File: src/rtl/alu_pkg.sv
// -----------------------------------------------------------------------------
// alu_pkg
// Shared definitions for the 8-bit registered ALU:
//   - DATA_W   : operand / result width
//   - OP_W     : opcode width
//   - opcode_e : operation encoding driven on the `control` input
// -----------------------------------------------------------------------------
package alu_pkg;

    localparam int DATA_W = 8;
    localparam int OP_W   = 3;

    typedef enum logic [OP_W-1:0] {
        OP_ADD = 3'h0,
        OP_SUB = 3'h1,
        OP_MUL = 3'h2,
        OP_AND = 3'h3,
        OP_OR  = 3'h4,
        OP_XOR = 3'h5,
        OP_SHL = 3'h6,
        OP_SHR = 3'h7
    } opcode_e;

endpackage : alu_pkg

File: src/rtl/alu_core.sv
// -----------------------------------------------------------------------------
// alu_core
// Purely combinational ALU datapath. Produces the next-state values that the
// top level registers.
//   a, b     : in  [7:0] unsigned operands
//   control  : in  [2:0] opcode (alu_pkg::opcode_e)
//   result_d : out [7:0] next result
//   carry_d  : out       next carry / borrow / multiply-overflow flag
//   zero_d   : out       next zero flag (result_d == 0)
// -----------------------------------------------------------------------------
module alu_core
    import alu_pkg::*;
(
    input  logic [DATA_W-1:0] a,
    input  logic [DATA_W-1:0] b,
    input  logic [OP_W-1:0]   control,
    output logic [DATA_W-1:0] result_d,
    output logic              carry_d,
    output logic              zero_d
);

    logic [DATA_W:0]     sum;
    logic [DATA_W:0]     diff;
    logic [2*DATA_W-1:0] prod;
    opcode_e             op;

    assign op = opcode_e'(control);

    // Zero-extended 9-bit arithmetic: bit 8 of the sum is the carry-out and
    // bit 8 of the difference is set exactly when a < b (borrow).
    assign sum  = {1'b0, a} + {1'b0, b};
    assign diff = {1'b0, a} - {1'b0, b};
    assign prod = {{DATA_W{1'b0}}, a} * {{DATA_W{1'b0}}, b};

    always_comb begin
        result_d = '0;
        carry_d  = 1'b0;
        unique case (op)
            OP_ADD: begin
                result_d = sum[DATA_W-1:0];
                carry_d  = sum[DATA_W];
            end
            OP_SUB: begin
                result_d = diff[DATA_W-1:0];
                carry_d  = diff[DATA_W];
            end
            OP_MUL: begin
                result_d = prod[DATA_W-1:0];
                carry_d  = |prod[2*DATA_W-1:DATA_W];
            end
            OP_AND: result_d = a & b;
            OP_OR:  result_d = a | b;
            OP_XOR: result_d = a ^ b;
            OP_SHL: begin
                result_d = {a[DATA_W-2:0], 1'b0};
                carry_d  = a[DATA_W-1];
            end
            OP_SHR: begin
                result_d = {1'b0, a[DATA_W-1:1]};
                carry_d  = a[0];
            end
            default: begin
                result_d = '0;
                carry_d  = 1'b0;
            end
        endcase
    end

    // Derived from the same-cycle result so the registered flag always
    // agrees with the registered result.
    assign zero_d = (result_d == '0);

endmodule : alu_core

File: src/rtl/alu_8bit.sv
// -----------------------------------------------------------------------------
// alu_8bit
// Registered 8-bit ALU: operands and opcode are sampled every rising edge and
// the result and flags appear one cycle later. No handshake.
//   clk     : in        rising-edge clock
//   rst     : in        asynchronous active-high reset
//   a, b    : in  [7:0] unsigned operands
//   control : in  [2:0] opcode (alu_pkg::opcode_e)
//   result  : out [7:0] registered result
//   carry   : out       registered carry / borrow / multiply-overflow flag
//   zero    : out       registered zero flag (1 when result == 0)
// -----------------------------------------------------------------------------
module alu_8bit
    import alu_pkg::*;
(
    input  logic              clk,
    input  logic              rst,
    input  logic [DATA_W-1:0] a,
    input  logic [DATA_W-1:0] b,
    input  logic [OP_W-1:0]   control,
    output logic [DATA_W-1:0] result,
    output logic              carry,
    output logic              zero
);

    logic [DATA_W-1:0] result_d, result_q;
    logic              carry_d,  carry_q;
    logic              zero_d,   zero_q;

    alu_core u_core (
        .a        (a),
        .b        (b),
        .control  (control),
        .result_d (result_d),
        .carry_d  (carry_d),
        .zero_d   (zero_d)
    );

    // Reset state is result 0 with zero=1, so the flags stay self-consistent
    // even before the first operation is captured.
    always_ff @(posedge clk or posedge rst) begin
        if (rst) begin
            result_q <= '0;
            carry_q  <= 1'b0;
            zero_q   <= 1'b1;
        end else begin
            result_q <= result_d;
            carry_q  <= carry_d;
            zero_q   <= zero_d;
        end
    end

    assign result = result_q;
    assign carry  = carry_q;
    assign zero   = zero_q;

endmodule : alu_8bit

File: config.mk
export PLATFORM = sky130hd
export DESIGN_NAME = alu_8bit
export DESIGN_NICKNAME = d
export VERILOG_FILES = /design/src/rtl/alu_pkg.sv /design/src/rtl/alu_core.sv /design/src/rtl/alu_8bit.sv
export SDC_FILE = /design/constraint.sdc
export NUM_CORES = 1
export LEC_CHECK = 0
export CAP_MARGIN = 20
export CORE_MARGIN = 2
export CORE_UTILIZATION = 30
export DETAILED_ROUTE_END_ITERATION = 10
export PLACE_DENSITY_LB_ADDON = 0.25
export REMOVE_ABC_BUFFERS = 1
export SLEW_MARGIN = 40
export SYNTH_ARGS = -nofsm -noshare
export SYNTH_HDL_FRONTEND = slang
export SYNTH_SLANG_ARGS = --single-unit
File: constraint.sdc
create_clock -name clk -period 1.13 [get_ports clk]
set_input_delay 0.1695 -clock clk [delete_from_list [all_inputs] [get_ports clk]]
set_output_delay 0.1695 -clock clk [all_outputs]
set_load 0.01 [all_outputs]
==> metrics.md, run 1 <==
| Metric | Value |
|---|---|
| First DRT Iteration DRCs | `210` |
| Minimum hold slack | `0.239 ns` |
| Share of async-settable or async-resettable flops after synthesis | `100%` |
| Post-route worst setup slack | `-2.58 ns` |
| Adder-cell share of the synthesized area | `42.0%` |
| Crit path max-delay cell type | `fa_1` |
| Cell area after synthesis | `3590 um2` |
| Grt total ovfl | `0` |
| Combined area of the multi-input logic cells | `3550 um2` |
| Class of the worst hold path | `input port to asynchronous set/reset pin` |
| Transition time at the pin with the least slew margin | `0.448 ns` |
| Buffers added on ports | `30` |
| Biggest area consumer among synthesized cells | `fa_1` |
| Number of maximum-capacitance constraint violations | `0` |
| Leading cell types by total area after synthesis | `fa_1 21%, ha_1 21%, inv_1 8.8%, dfrtp_1 6.3%, nor2_1 5.8%` |
| Post-synthesis xor/xnor area fraction | `1.71%` |
| Total CTS buffers | `3` |
| Sequence of cells on the critical path | `buf_8 -> buf_6 -> nand2_4 -> fa_1 -> fa_1 -> fa_1 -> fa_1 -> inv_2 -> ha_4 -> o21ai_2 -> o21bai_2 -> a21oi_2 -> o21ai_1 -> mux2i_1 -> nand4_1 -> a21o_1` |
| Floorplan die height | `113 um` |
| Total power draw | `7.27 mW` |
| Routed length on met1 | `5.34 mm` |
| Dominant combinational cell family by area after synthesis | `adder cells` |
| Largest buffer count on any clock path | `2` |
| Most used DFF post-synth | `dfrtp_1` |
| Crit Path Category | `input port to flop` |
| Commonest cells post-synth | `84 x inv_1, 60 x ha_1, 56 x nor2_1` |
| Quantity of hold-fixing buffers added after cts | `0` |
| Clock tree from TritonCTS | `done` |
| Simple-gate share of the synthesized area | `16.0%` |
| Routed vias/inst | `5.03` |
| Sequential cell area | `251 um2` |
| Highest signal layer in the routed design | `met4` |
| Placed Instances | `740` |
| Kind of end point of the critical path | `flop` |
| Sinks on Clock Net | `10` |
| Initial standard-cell utilization of the core | `31.1%` |
| Fillcell total | `1090` |
| Cell with the most instances after synthesis | `inv_1` |
| Placed wire-length estimate after detailed placement | `9.49 mm` |
| Area delta synth->final | `63.3%` |
| Total met2 wirelength after detailed routing | `5.80 mm` |
| Die outline width | `113 um` |
| CP startpoint kind | `input port` |
| Warnings from Yosys | `0` |
| Routed vias | `3804` |
| Worst endpoint data arrival time | `3.84 ns` |
| Initial antenna violation count | `0` |
| Largest fanout on the critical path | `4` |
| Synthesized netlist cell count | `457` |
| Total of endpoints with negative setup slack in the final report | `9` |
| Max-slew violation count | `0` |
| Flip-flop and latch count after synthesis | `10` |
| Antenna violation net count after detailed routing | `0` |
| Final-stage net count | `734` |
| Number of cells in the finished layout apart from fillers | `757` |
| Clock edge transition at the registers on the reported setup and hold paths | `0.05 ns` |
| Tot GR Track Use | `18.5%` |
| Fraction of synthesized area in multiplexers | `4.18%` |
| Die ar. | `12900 um2` |
| Period utilisation layout | `328%` |
| Row cnt | `39` |
| Drc violations | `0` |
| Count of H-tree levels built during CTS | `1` |
| Fraction of the yosys area taken by sequential cells | `7.00%` |
| Delay of the slowest cell on the worst path | `0.55 ns` |
| Maximum number of pins on one net before global-route repair | `20` |
| Upper clock frequency limit | `270 MHz` |
| RSZ-0062 raised after global routing | `true` |
| Num ports | `31` |
| Root buffer selected by CTS | `clkbuf_16` |
| Mean area per synthesized cell | `7.87 um2` |
| Max VDD drop | `0.978 mV` |
| Post-synth cell types | `57` |
| Power density of the placed cells | `1240 nW/um2` |
| First-pass GRT wire length | `19.2 mm` |
| Number of hold violations in the final report | `0` |
| Amount of wire on met3 after detailed routing | `515 um` |
| Drt first pass iters | `4` |
| Total wire length | `11.7 mm` |
| Lkg Pwr | `2.76 nW` |
| Max transition margin | `70.1%` |
| Number of enable-type register cells in the synthesized netlist | `0` |
| Final weighted congestion in routability-driven placement | `0.907` |
| Via count of the first global-routing pass | `3790` |
| Share of the synthesized area in compound gates (AO/OA/AOI/OAI) | `18.5%` |
| Area of the core region | `11600 um2` |
| Violations in the final reports | `negative setup slack` |
| CP startpoint | `a[2]` |
| DR WL/cell | `15.5 um` |
| Critical path required time | `1.26 ns` |
| Worst path most repeated cell | `fa_1` |
| Number of diodes | `0` |
| Top-area cell type share of the netlist area | `21.2%` |
| Status | `finished with violations` |
| Fraction of final layout cells sized beyond drive strength 1 | `42.3%` |
| Minimum clock period | `3.71 ns` |
worst paths after layout:
kind,cells after the start,to
worst max-delay path,16,carry
worst min-delay path,2,result[7]
max in group asynchronous,2,zero
min in group clk,6,result[0]
cell type report:
class | count | area share (%)
multi-input combinational | 347 | 60.5
tap | 143 | 3.05
timing repair buffer | 164 | 24.2
clock buffer | 4 | 1.51
inverter | 89 | 6.42
sequential | 10 | 4.28
power by group:
part	internal (mW)	switching, mW	total [mW]
registers	0.414	0.0174	0.432
clock network	0.533	0.175	0.708
logic	3.15	2.98	6.13
total	4.10	3.17	7.27
cells by family after synthesis:
group                    after synthesis
adder cells (fa/ha/maj)               98
AO/OA/AOI/OAI                        102
XOR/XNOR                               7
buffers and inverters                100
AND/OR/NAND/NOR                      128
flip-flops                            10
multiplexers                          12
sequential cells by signal, summed over array words and instances, names as in the netlist:
signal / cells
result: 8
carry: 1
zero: 1
metrics by stage:
step,setup TNS [ns],cell area (um2),setup WS (ns),util (%)
after floorplan,-16.50,3550,-2.64,-
after global placement,-26.88,4950,-3.61,42.8
after detailed placement,-27.15,4950,-3.68,42.8
after CTS,-16.66,5650,-2.57,48.8
after global routing,-17.65,5870,-2.73,50.8
final,-16.77,5870,-2.58,50.8
per-layer routing:
| layer | GRT usage [%] | vias to the layer above |
|---|---|---|
| li1 | - | 1854 |
| met2 | 32.5 | 94 |
| met5 | 0 | - |
| met3 | 1.49 | 4 |
| met4 | 0.732 | 0 |
| met1 | 26.3 | 1852 |
critical path: cells and delay by family:
family	cells	cell delay, ns
adders and majority gates	5	2.25
and+or+nand+nor	2	0.23
AOI/OAI and AO/OA	5	0.69
muxes	1	0.26
buffers and inverters	3	0.24
cell usage in the layout (no fill, tap or decap), types with 7 or more instances in the layout:
cell type	instances
ha_1	35
fa_1	32
buf_4	113
inv_2	13
nand2_1	31
inv_1	69
dfrtp_1	9
o21ai_0	16
nand3_1	7
a21oi_1	18
nor2_1	43
buf_6	22
nor2_2	8
dlygate4sd2_1	12
ha_4	23
repair_timing:
item                       4_1_cts  5_1_grt
pin swaps                       48       21
buffers inserted                13        4
gates resized for setup        229       43
setup endpoints to repair       20       10
Power figures use the tool's default switching activity.
==> inputs of run 2 (changes only) <==
Settings changed: ABC_AREA set to 1, CAP_MARGIN 20 to 40.
==> run 2 against run 1 <==
The flow still finishes with violations (negative setup slack); sequential share of layout area fell by 0.26 points; clock-buffer cell count unchanged; largest cell class unchanged; final cell count is 28% higher; critical path depth rose by 3; maximum frequency is 0.72% higher; combinational power rose by 15%.
==> metrics.md, run 2 <==
| Metric | Value |
|---|---|
| Floorplan die height | `120 um` |
| Most used cells in the layout excluding fill and tap cells | `161 x nand2_1, 130 x inv_1, 120 x buf_4` |
| Number of maximum-capacitance constraint violations | `0` |
| Routed vias | `4510` |
| Max-slew violation count | `0` |
| Final weighted congestion in routability-driven placement | `0.910` |
| Maximum number of pins on one net before global-route repair | `11` |
| Status | `finished with violations` |
| CP startpoint kind | `input port` |
| Max transition margin | `74.0%` |
| Critical path required time | `1.26 ns` |
| Switching share of total power | `48.3%` |
| Post-synth cell types | `32` |
| Initial antenna violation count | `0` |
| Flip-flop and latch count after synthesis | `10` |
| Tot GR Track Use | `19.9%` |
| Via count of the first global-routing pass | `4596` |
| Fraction of final layout cells sized beyond drive strength 1 | `36.8%` |
| Most used DFF post-synth | `dfrtp_1` |
| First-pass GRT wire length | `22.8 mm` |
| Power density of the placed cells | `1310 nW/um2` |
| Total CTS buffers | `3` |
| Minimum clock period | `3.68 ns` |
| RSZ-0062 raised after global routing | `true` |
| Largest fanout on the critical path | `4` |
| First DRT Iteration DRCs | `244` |
| Sequential fraction of design power | `5.3%` |
| Buffers added on ports | `30` |
| Num ports | `31` |
| Warnings from Yosys | `0` |
| Mean area per synthesized cell | `6.23 um2` |
| Class of the worst hold path | `input port to asynchronous set/reset pin` |
| Internal Pwr Total | `4.24 mW` |
| Clock network power share | `8.7%` |
| Period utilisation layout | `326%` |
| Biggest area consumer among synthesized cells | `fa_1` |
| Crit Path Category | `input port to flop` |
| Initial standard-cell utilization of the core | `30.5%` |
| Placed wire-length estimate after detailed placement | `11.4 mm` |
| Kind of end point of the critical path | `flop` |
| Share of async-settable or async-resettable flops after synthesis | `100%` |
| Total power draw | `8.20 mW` |
| Worst endpoint data arrival time | `3.81 ns` |
| Crit path max-delay cell type | `fa_1` |
| Die outline width | `120 um` |
| Number of diodes | `0` |
| Sinks on Clock Net | `10` |
| Post-route worst setup slack | `-2.55 ns` |
| Transition time at the pin with the least slew margin | `0.389 ns` |
| Sum of negative setup slack | `-15.61 ns` |
| Cell with the most instances after synthesis | `nand2_1` |
| Synthesized netlist cell count | `646` |
| Routed vias/inst | `4.64` |
| Delay of the slowest cell on the worst path | `0.56 ns` |
| Drt first pass iters | `6` |
| Final-stage net count | `916` |
| Reported net switching power | `3.96 mW` |
| Top-area cell type share of the netlist area | `18.9%` |
| Clock tree from TritonCTS | `done` |
| Lkg Pwr | `3.51 nW` |
| DR WL/cell | `14.6 um` |
| Sequence of cells on the critical path | `buf_8 -> ha_4 -> fa_1 -> inv_2 -> fa_2 -> fa_1 -> fa_1 -> inv_2 -> ha_4 -> nand2_4 -> inv_2 -> a21oi_1 -> nand3b_1 -> nand2_1 -> nand2_1 -> nor2_1 -> nand3_1 -> nand2_1 -> nand2_1` |
| Clock edge transition at the registers on the reported setup and hold paths | `0.04 ns` |
| Fraction of the yosys area taken by sequential cells | `6.24%` |
| Total wire length | `14.2 mm` |
| Combinational fraction of design power | `86.0%` |
| Largest buffer count on any clock path | `2` |
| Max VDD drop | `0.643 mV` |
| Drc violations | `0` |
| Antenna violation net count after detailed routing | `0` |
| Grt total ovfl | `0` |
| Cell area after synthesis | `4030 um2` |
| Area of the core region | `13200 um2` |
| Number of hold violations in the final report | `0` |
| Violations in the final reports | `negative setup slack` |
| Commonest cells post-synth | `197 x nand2_1, 164 x inv_1, 60 x ha_1` |
| Worst path most repeated cell | `nand2_1` |
| Quantity of hold-fixing buffers added after cts | `0` |
| Leading cell types by total area after synthesis | `fa_1 19%, ha_1 19%, nand2_1 18%, inv_1 15%, dfrtp_1 5.6%` |
| Die ar. | `14400 um2` |
| Root buffer selected by CTS | `clkbuf_16` |
| Count of H-tree levels built during CTS | `1` |
| Number of enable-type register cells in the synthesized netlist | `0` |
| Total of endpoints with negative setup slack in the final report | `9` |
| Row cnt | `42` |
| Upper clock frequency limit | `272 MHz` |
| Most common cell after layout, fill and taps aside | `nand2_1` |
| Area delta synth->final | `55.0%` |
| Max reg flops | `8` |
[run 2: metrics by stage]
step	hold WS [ns]	util [%]	setup slack, ns	std cells	area (um2)
after floorplan	0.00896	-	-2.49	625	3930
after global placement	0.469	40.9	-3.47	955	5400
after detailed placement	0.470	40.9	-3.51	955	5400
after CTS	0.222	46.3	-2.46	968	6110
after global routing	0.260	47.3	-2.66	972	6240
final	0.208	47.3	-2.55	972	6240
[run 2: power groups by stage]
| stage | Sequential, mW | Combinational (mW) | Clock, mW |
|---|---|---|---|
| global placement | 0.439 | 5.07 | 0 |
| finish | 0.434 | 7.04 | 0.717 |
| floorplan | 0.471 | 3.04 | 0 |
| CTS | 0.436 | 6.62 | 0.717 |
| detailed placement | 0.443 | 5.09 | 0 |
| global route | 0.441 | 7.78 | 0.745 |
[run 2: cell type report]
class | instances | area, um2
Inverter | 166 | 626
Fill cell | 1304 | 6950
Tap cell | 176 | 220
Multi-Input combinational cell | 449 | 3650
Timing Repair Buffer | 167 | 1410
Clock buffer | 4 | 88.8
Sequential cell | 10 | 251
[run 2: layer usage]
layer	global-route usage, %	up-vias	share of wire, %
li1	-	2238	-
met1	27.7	2143	46
met2	34.3	105	49
met3	1.14	24	3.2
met4	3.82	0	1.8
met5	0	-	0
[run 2: how the worst max path moves through the flow]
stage,start,endpoint,slack (ns),depth (start not counted)
4_1_cts,b[3],carry,-2.46,24
3_3_place_gp,a[5],carry,-3.47,17
2_1_floorplan,a[4],carry,-2.49,18
6_report,a[4],carry,-2.55,19
5_1_grt,b[3],carry,-2.66,21
3_5_place_dp,a[5],carry,-3.51,17
[run 2: critical path: cells and delay by family]
| kind | cells | cell delay [ns] |
|---|---|---|
| AO/OA/AOI/OAI | 1 | 0.22 |
| adder cells (fa/ha/maj) | 6 | 2.51 |
| buffers and inverters | 4 | 0.26 |
| AND/OR/NAND/NOR | 8 | 0.66 |
[run 2: cells by family after synthesis]
family | synth area share (%)
buffers and inverters | 17.8
xor gates and xnor gates | 0.870
AOI/OAI and AO/OA | 4.94
adders and majority gates | 37.5
and+or+nand+nor | 32.6
DFF | 6.24
[run 2: repair_timing]
item | 4_1_cts | 5_1_grt
endpoints found under the hold margin | 0 | 0
buffers inserted | 9 | 6
endpoints found under the setup margin | 20 | 10
resized for setup | 256 | 43
cloned | 0 | 0
pin swaps | 69 | 39
==> inputs of run 3 (changes only) <==
Settings changed: CORE_MARGIN 2 to not set, SYNTH_HIERARCHICAL set to 1.
==> run 3 against run 2 <==
Critical endpoint unchanged; clock power decreased by 2%; the run still ends with negative setup slack left; die area decreased by 0.77%; critical path depth increased by 5; via count decreased by 2.0%; largest cell class unchanged; cell area increased by 2.0%.
==> metrics.md, run 3 <==
| Metric | Value |
|---|---|
| Status | `finished with violations` |
| Violations in the final reports | `negative setup slack` |
| Biggest area consumer among synthesized cells | `fa_1` |
| Post-route worst setup slack | `-2.40 ns` |
| Clock tree from TritonCTS | `done` |
| RSZ-0062 raised after global routing | `true` |
| Most used DFF post-synth | `dfrtp_1` |
| Row cnt | `42` |
| Power density of the placed cells | `1250 nW/um2` |
| Worst endpoint data arrival time | `3.64 ns` |
| Period utilisation layout | `312%` |
| Drt first pass iters | `5` |
| Transition time at the pin with the least slew margin | `0.405 ns` |
| Largest buffer count on any clock path | `2` |
| Maximum number of pins on one net before global-route repair | `11` |
| DR WL/cell | `13.5 um` |
| Warnings from Yosys | `6` |
| Sequential cell area | `251 um2` |
| Number of maximum-capacitance constraint violations | `0` |
| Synthesized netlist cell count | `645` |
| Kind of end point of the critical path | `flop` |
| Initial antenna violation count | `0` |
| Area of all placed cells without fillers | `6370 um2` |
| Lkg Pwr | `3.55 nW` |
| Placed Instances | `951` |
| Area delta synth->final | `54.0%` |
| Die outline width | `119 um` |
| Via count of the first global-routing pass | `4417` |
| Buffers added on ports | `30` |
| Sum of negative setup slack | `-15.65 ns` |
| Critical path required time | `1.25 ns` |
| Total of endpoints with negative setup slack in the final report | `9` |
| Grt total ovfl | `0` |
| Antenna violation net count after detailed routing | `0` |
| Tot GR Track Use | `18.8%` |
| Total CTS buffers | `3` |
| Max-slew violation count | `0` |
| Die ar. | `14300 um2` |
| Drc violations | `0` |
| Capture point of the worst path | `carry` |
| Class of the worst hold path | `input port to asynchronous set/reset pin` |
| Placed wire-length estimate after detailed placement | `10.8 mm` |
| Total wire length | `13.1 mm` |
| Max reg flops | `8` |
| Most used cells in the layout excluding fill and tap cells | `158 x nand2_1, 131 x inv_1, 117 x buf_4` |
| Mean area per synthesized cell | `6.41 um2` |
| Count of H-tree levels built during CTS | `1` |
| Max VDD drop | `0.927 mV` |
| CP startpoint | `b[4]` |
| Commonest cells post-synth | `192 x nand2_1, 161 x inv_1, 60 x ha_1` |
| Post-synth cell types | `35` |
| Number of hold violations in the final report | `0` |
| Floorplan die height | `119 um` |
| Share of async-settable or async-resettable flops after synthesis | `100%` |
| Number of enable-type register cells in the synthesized netlist | `0` |
| Sinks on Clock Net | `10` |
| Initial standard-cell utilization of the core | `31.0%` |
| Clock edge transition at the registers on the reported setup and hold paths | `0.05 ns` |
| Final weighted congestion in routability-driven placement | `0.937` |
| Number of diodes | `0` |
| Leading cell types by total area after synthesis | `fa_1 18%, ha_1 18%, nand2_1 17%, inv_1 15%, dfrtp_1 5.4%` |
| Root buffer selected by CTS | `clkbuf_16` |
| Dpl cell area | `5470 um2` |
| Number of cells in the finished layout apart from fillers | `972` |
| Routed vias/inst | `4.55` |
| Upper clock frequency limit | `284 MHz` |
| Routed vias | `4422` |
| Num ports | `31` |
| CP startpoint kind | `input port` |
| Combined area of the multi-input logic cells | `3660 um2` |
| Fraction of final layout cells sized beyond drive strength 1 | `38.9%` |
| Largest fanout on the critical path | `7` |
| Area of the core region | `13300 um2` |
| First-pass GRT wire length | `21.4 mm` |
| Top-area cell type share of the netlist area | `18.4%` |
| Fraction of the yosys area taken by sequential cells | `6.08%` |
| Max transition margin | `73.0%` |
| Cell with the most instances after synthesis | `nand2_1` |
| First DRT Iteration DRCs | `304` |
| Minimum clock period | `3.53 ns` |
| Cell area after synthesis | `4140 um2` |
| Fillcell total | `1332` |
| Final-stage net count | `916` |
| Crit Path Category | `input port to flop` |
| Flip-flop and latch count after synthesis | `10` |
| Most common cell after layout, fill and taps aside | `nand2_1` |
==> run 3: worst min path at each step <==
| stage | from | end | cells after the start |
|---|---|---|---|
| final | rst | result[2] | 2 |
| after global routing | rst | result[2] | 2 |
| after CTS | rst | result[2] | 2 |
| after detailed placement | rst | result[6] | 2 |
| after global placement | rst | result[6] | 2 |
| after floorplan | rst | carry | 1 |
==> run 3: report_power, final <==
group | switching (mW) | total, mW | internal, mW
Combinational | 3.60 | 6.80 | 3.20
Clock | 0.171 | 0.703 | 0.533
Sequential | 0.0153 | 0.434 | 0.418
==> run 3: critical path, stage by stage <==
cell and delay (ns):
buf_12 0.12, nand2_4 0.06, inv_2 0.03, fa_1 0.52
inv_1 0.05, fa_1 0.47, inv_1 0.05, fa_1 0.47
inv_1 0.05, fa_1 0.48, inv_2 0.05, ha_4 0.26
nand2_2 0.06, nand2_2 0.06, nand2_1 0.08, nand2_2 0.06
nand2_1 0.08, nand3_1 0.07, nand2_1 0.06, nand2_1 0.06
nor2_2 0.13, nand3_1 0.08, nand2_1 0.06, nand2_1 0.05
==> run 3: final cells by class <==
class | count | area share, %
Sequential cell | 10 | 3.95
Inverter | 170 | 10.1
Clock buffer | 4 | 1.39
Timing Repair Buffer | 170 | 23.6
Tap cell | 176 | 3.46
Multi-Input combinational cell | 442 | 57.5
==> run 3: cell families after synthesis <==
logic type	share of synthesized area (%)
DFF	6.08
and+or+nand+nor	32.7
AOI/OAI and AO/OA	4.78
adders and majority gates	36.6
xor gates and xnor gates	1.06
buffers and inverters	18.9
==> run 3: metal layers <==
metal / part of all wire [%] / global-route usage [%] / up-vias
met5: 0 / 0 / -
met4: 1.2 / 3.05 / 0
met3: 4.7 / 1.87 / 16
met2: 46 / 31.3 / 106
met1: 48 / 26.6 / 2074
li1: - / - / 2226
==> run 3: metrics by stage <==
step	power [mW]	setup WS, ns	util [%]	hold WS (ns)
after floorplan	3.54	-2.48	-	0.00896
after CTS	7.45	-2.39	46.4	0.249
final	7.94	-2.40	47.7	0.222
after global routing	8.71	-2.56	47.7	0.278
after global placement	5.41	-3.42	41.0	0.497
after detailed placement	5.48	-3.45	41.0	0.509
==> run 3: repair_timing <==
action / 4_1_cts / 5_1_grt
pin swaps: 68 / 59
setup buffers: 13 / 6
gates resized for setup: 238 / 57
setup endpoints to repair: 20 / 12
hold buffers: 0 / 0
